==> src/rtl/alu_result_fifo_if.sv <==
// Port bundle for alu_result_fifo: ALU-side push stream, consumer-side pop stream, and status.
// The master modport is the environment (ALU plus consumer). The slave modport is the FIFO.
interface alu_result_fifo_if #(
  parameter int DW = 9,
  parameter int FW = 4,
  parameter int CW = 3
);
  logic          in_valid;
  logic          in_ready;
  logic [DW-1:0] in_y;
  logic [FW-1:0] in_f;
  logic          out_valid;
  logic          out_ready;
  logic [DW-1:0] out_y;
  logic [FW-1:0] out_f;
  logic          out_zero;
  logic          out_carry;
  logic [CW-1:0] count;
  logic          bad_op;

  modport master (
    output in_valid, in_y, in_f, out_ready,
    input  in_ready, out_valid, out_y, out_f, out_zero, out_carry, count, bad_op
  );

  modport slave (
    input  in_valid, in_y, in_f, out_ready,
    output in_ready, out_valid, out_y, out_f, out_zero, out_carry, count, bad_op
  );
endinterface

==> src/rtl/alu_result_fifo.sv <==
// Flop FIFO that buffers ALU {f,y} results. Data appears 1 cycle after the push. in_ready is ~full only, so a pop never frees a slot in the same cycle.
// Define ALU_FIFO_FLAGS_EN to store zero/carry flags per entry. Without it, out_zero and out_carry are tied to 0.
module alu_result_fifo #(
  parameter int DEPTH = 4,
  parameter int DW    = 9,
  parameter int FW    = 4
) (
  input  logic             clk,
  input  logic             rst_n,
  alu_result_fifo_if.slave bus
);
  localparam int AW = $clog2(DEPTH);
  localparam int CW = AW + 1;

  logic [AW-1:0] wr_ptr;
  logic [AW-1:0] rd_ptr;
  logic [CW-1:0] cnt;
  logic          bad_q;
  logic [DW-1:0] mem_y [DEPTH];
  logic [FW-1:0] mem_f [DEPTH];
  logic          full;
  logic          empty;
  logic          push;
  logic          pop;

  assign full  = (cnt == CW'(DEPTH));
  assign empty = (cnt == '0);
  assign push  = bus.in_valid & ~full;
  assign pop   = bus.out_ready & ~empty;

  always_ff @(posedge clk) begin
    if (!rst_n) begin
      wr_ptr <= '0;
      rd_ptr <= '0;
      cnt    <= '0;
      bad_q  <= 1'b0;
      for (int i = 0; i < DEPTH; i++) begin
        mem_y[i] <= '0;
        mem_f[i] <= '0;
      end
    end else begin
      if (push) begin
        mem_y[wr_ptr] <= bus.in_y;
        mem_f[wr_ptr] <= bus.in_f;
        wr_ptr        <= wr_ptr + 1'b1;
        // Codes above 8 are not ALU operations; the entry is kept but flagged.
        if (bus.in_f > FW'(8)) bad_q <= 1'b1;
      end
      if (pop) rd_ptr <= rd_ptr + 1'b1;
      case ({push, pop})
        2'b10:   cnt <= cnt + 1'b1;
        2'b01:   cnt <= cnt - 1'b1;
        default: ;
      endcase
    end
  end

  assign bus.in_ready  = ~full;
  assign bus.out_valid = ~empty;
  assign bus.out_y     = mem_y[rd_ptr];
  assign bus.out_f     = mem_f[rd_ptr];
  assign bus.count     = cnt;
  assign bus.bad_op    = bad_q;

`ifdef ALU_FIFO_FLAGS_EN
  logic mem_z [DEPTH];
  logic mem_c [DEPTH];

  always_ff @(posedge clk) begin
    if (!rst_n) begin
      for (int i = 0; i < DEPTH; i++) begin
        mem_z[i] <= 1'b0;
        mem_c[i] <= 1'b0;
      end
    end else if (push) begin
      mem_z[wr_ptr] <= (bus.in_y == '0);
      mem_c[wr_ptr] <= bus.in_y[DW-1];
    end
  end

  assign bus.out_zero  = mem_z[rd_ptr];
  assign bus.out_carry = mem_c[rd_ptr];
`else
  assign bus.out_zero  = 1'b0;
  assign bus.out_carry = 1'b0;
`endif
endmodule

==> src/flat_wrapper.sv <==
// flat-port wrapper written by rule: the top's interface ports become plain ports
module alu_result_fifo_flat 
#(
  parameter int DEPTH = 4,
  parameter int DW    = 9,
  parameter int FW    = 4
)
  (clk, rst_n, bus_in_valid, bus_in_y, bus_in_f, bus_out_ready, bus_in_ready, bus_out_valid, bus_out_y, bus_out_f, bus_out_zero, bus_out_carry, bus_count, bus_bad_op);
  alu_result_fifo_if #(.DW(DW), .FW(FW), .CW(3)) bus_i ();
  input  logic clk;
  input  logic rst_n;
  input wire logic [$bits(bus_i.in_valid)-1:0] bus_in_valid;
  input wire logic [$bits(bus_i.in_y)-1:0] bus_in_y;
  input wire logic [$bits(bus_i.in_f)-1:0] bus_in_f;
  input wire logic [$bits(bus_i.out_ready)-1:0] bus_out_ready;
  output wire logic [$bits(bus_i.in_ready)-1:0] bus_in_ready;
  output wire logic [$bits(bus_i.out_valid)-1:0] bus_out_valid;
  output wire logic [$bits(bus_i.out_y)-1:0] bus_out_y;
  output wire logic [$bits(bus_i.out_f)-1:0] bus_out_f;
  output wire logic [$bits(bus_i.out_zero)-1:0] bus_out_zero;
  output wire logic [$bits(bus_i.out_carry)-1:0] bus_out_carry;
  output wire logic [$bits(bus_i.count)-1:0] bus_count;
  output wire logic [$bits(bus_i.bad_op)-1:0] bus_bad_op;
  assign bus_i.in_valid = bus_in_valid;
  assign bus_i.in_y = bus_in_y;
  assign bus_i.in_f = bus_in_f;
  assign bus_i.out_ready = bus_out_ready;
  assign bus_in_ready = bus_i.in_ready;
  assign bus_out_valid = bus_i.out_valid;
  assign bus_out_y = bus_i.out_y;
  assign bus_out_f = bus_i.out_f;
  assign bus_out_zero = bus_i.out_zero;
  assign bus_out_carry = bus_i.out_carry;
  assign bus_count = bus_i.count;
  assign bus_bad_op = bus_i.bad_op;
  alu_result_fifo #(.DEPTH(DEPTH), .DW(DW), .FW(FW)) u_core (.clk(clk), .rst_n(rst_n), .bus(bus_i));
endmodule
==> config.mk <==
export PLATFORM = sky130hd
export DESIGN_NAME = alu_result_fifo_flat
export DESIGN_NICKNAME = d
export VERILOG_FILES = /design/src/rtl/alu_result_fifo_if.sv /design/src/rtl/alu_result_fifo.sv /design/src/flat_wrapper.sv
export SDC_FILE = /design/constraint.sdc
export NUM_CORES = 1
export LEC_CHECK = 0
export BUFFER_PORTS_ARGS = -buffer_cell sky130_fd_sc_hd__buf_2
export CORE_MARGIN = 2
export CORE_UTILIZATION = 57
export DETAILED_ROUTE_END_ITERATION = 8
export PLACE_DENSITY_LB_ADDON = 0.1
export SKIP_CTS_REPAIR_TIMING = 1
export SLEW_MARGIN = 20
export SYNTH_ARGS = -nofsm -noshare
export SYNTH_HDL_FRONTEND = slang
export SYNTH_SLANG_ARGS = --single-unit
==> constraint.sdc <==
create_clock -name clk -period 2.8 [get_ports clk]
set_input_delay 0.28 -clock clk [delete_from_list [all_inputs] [get_ports clk]]
set_output_delay 0.28 -clock clk [all_outputs]
set_load 0.01 [all_outputs]
==> impl_metrics.env <==
export IMPL_die_w_um=74.2
export IMPL_rows=25
export IMPL_numCtsBuffers=9
export IMPL_gp_congestion=0.783
export IMPL_overflow=0
export IMPL_arrival_ns=2.73
export IMPL_ys_seq_area_frac=0.626
export IMPL_layout_setup_ws_ns=0.326
export IMPL_area_growth_pct=14.7
export IMPL_final_util=0.678
export IMPL_rsz0062_at_grt="no"
export IMPL_grt_pass1_vias=1572
export IMPL_synthCells=181
export IMPL_required_ns=3.06
export IMPL_p_per_area_nw_per_um2=794
export IMPL_clk_pin_slew_ns=0.06
export IMPL_core_um2=4750
export IMPL_ios=38
export IMPL_num_vias=1556
export IMPL_status="finished clean"
export IMPL_maxCapViolCount=0
export IMPL_synth_seq_cells=62
export IMPL_synth_edf_count=52
export IMPL_drive_above_1_share=0.370
export IMPL_grt_usage=0.209
export IMPL_start_kind="register"
export IMPL_layout_common_cells="edfxtp_1 (52), and2_1 (45), buf_2 (35)"
export IMPL_cts_tree="yes"
export IMPL_die_area_um2=5510
export IMPL_async_flop_share=0
export IMPL_timing_final_crit_period_ns=2.47
export IMPL_clkLatencyLatePin_ns=0.33
export IMPL_drt_wl_total_um=5170
export IMPL_grt_pass1_wl_um=7960
export IMPL_cts_sinks=62
export IMPL_synth_cell_type_count=35
export IMPL_period_share=0.884
export IMPL_hold_path_class="in -> reg"
export IMPL_antenna_found_initial=0
export IMPL_place_area_um2=3060
export IMPL_initial_utilization=0.592
export IMPL_slew_headroom=0.424
export IMPL_path_max_fanout=7
export IMPL_vias_per_cell=5.24
export IMPL_clockRootBuffer="clkbuf_8"
export IMPL_pre_cts_slack_ns=0.359
export IMPL_finalMaxSlewViolations=0
export IMPL_cts_buffer_depth=2
export IMPL_layout_commonest_cell="edfxtp_1"
export IMPL_power_leakage_nw=1.24
export IMPL_fin_area_um2=3230
export IMPL_antenna_left=0
export IMPL_fin_tns_setup_ns=0
export IMPL_ir_worst_vdd_mv=0.471
export IMPL_die_y_um=74.2
export IMPL_tightest_slew_ns=0.860
export IMPL_drt_pass1_iter_count=4
export IMPL_fmax_ghz=0.404
export IMPL_yosys_warnings=0
export IMPL_hpwlAfterDp_um=3330
export IMPL_synth_area_um2=2810
export IMPL_synth_avg_cell_area_um2=15.5
export IMPL_wl_per_cell_um=17.4
export IMPL_endpoint_kind="register"
export IMPL_n_antenna_cell=0
export IMPL_synth_main_ff_cell="edfxtp_1"
export IMPL_drtIter0Drc=138
export IMPL_htreeDepth=3
export IMPL_fin_skew_ns=0.0104
export IMPL_nets=244
export IMPL_io_buffers=35
export IMPL_finalSetupViolations=0
export IMPL_remaining_drc_errors=0
export IMPL_grt_max_degree=16
export IMPL_path_class="reg -> reg"
export IMPL_finalHoldViolations=0
-- cell type report --
cell class,count,area [um2]
timing repair buffer,41,233
tap,67,83.8
sequential,62,1760
fill,371,1530
clock buffer,13,149
multi-input combinational,106,967
clock inverter,3,12.5
inverter,5,18.8
-- registers in the layout (all words and copies together), names as in the netlist, named ones only --
signal,cells
u_core.bus.bad_op,1
u_core.mem_f,16
u_core.bus.count,3
u_core.wr_ptr,2
u_core.mem_y,36
u_core.rd_ptr,2
-- through the flow --
step                hold slack [ns]  std cells  total power, mW
floorplan                     0.431        182             1.69
global placement              0.447        281             1.91
detailed placement            0.452        281             1.94
CTS                           0.219        297             2.58
global route                  0.241        297             2.69
finish                        0.236        297             2.56
-- synthesized netlist by cell type (2+ instances only) --
cell type | count | area (um2)
buf_4 | 3 | 22.5
clkbuf_1 | 2 | 7.51
edfxtp_1 | 52 | 1560
nand2_1 | 3 | 11.3
mux4_2 | 13 | 293
and2_1 | 45 | 282
dfxtp_1 | 10 | 200
or3_1 | 2 | 12.5
o21ai_0 | 5 | 25.0
xnor2_1 | 3 | 26.3
inv_1 | 5 | 18.8
and2_2 | 11 | 82.6
buf_6 | 3 | 33.8
nand2b_1 | 2 | 12.5
nor2b_1 | 2 | 12.5
-- metal layers --
metal	up-vias	wire, um	share of wire	track usage
li1	743	-	-	-
met4	0	90	0.017	0.107
met1	764	2270	0.44	0.272
met3	10	223	0.043	0.0474
met5	-	0	0	0
met2	39	2590	0.50	0.334
-- kinds of logic after synthesis --
| kind of cell | synth area share |
|---|---|
| mux | 0.108 |
| compound gates | 0.0249 |
| flops | 0.626 |
| other cells | 0.00133 |
| xor+xnor | 0.0125 |
| buf+inv | 0.0311 |
| simple gates | 0.185 |
| fa+ha+maj | 0.0116 |
-- critical path: stages (launching register included) --
cell	delay [ns]
dfxtp_1	0.41
nor3b_4	0.43
inv_1	0.16
nand2_2	0.13
ha_1	0.20
inv_1	0.06
fa_1	0.39
xor2_1	0.17
or3_1	0.30
a21boi_0	0.16
-- path summary, 6_finish.rpt --
kind | from | endpoint | slack [ns] | depth (start not counted)
setup / recovery | u_core.bus.count[2]$_SDFFE_PN0P_ | u_core.bus.count[2]$_SDFFE_PN0P_ | 0.33 | 9
setup reg to reg | u_core.bus.count[2]$_SDFFE_PN0P_ | u_core.bus.count[2]$_SDFFE_PN0P_ | 0.33 | 9
hold / removal | bus_in_f[3] | u_core.bus.bad_op$_SDFFE_PN0P_ | 0.24 | 2
hold reg to reg | u_core.bus.bad_op$_SDFFE_PN0P_ | u_core.bus.bad_op$_SDFFE_PN0P_ | 0.48 | 1
-- power breakdown --
group	internal [mW]	leakage, nW	total, mW	switching, mW
registers	1.13	0.623	1.24	0.112
logic	0.359	0.532	0.667	0.308
clock network	0.339	0.0825	0.654	0.316
total	1.83	1.24	2.56	0.736
No activity file was read; power rests on OpenSTA's default activity.
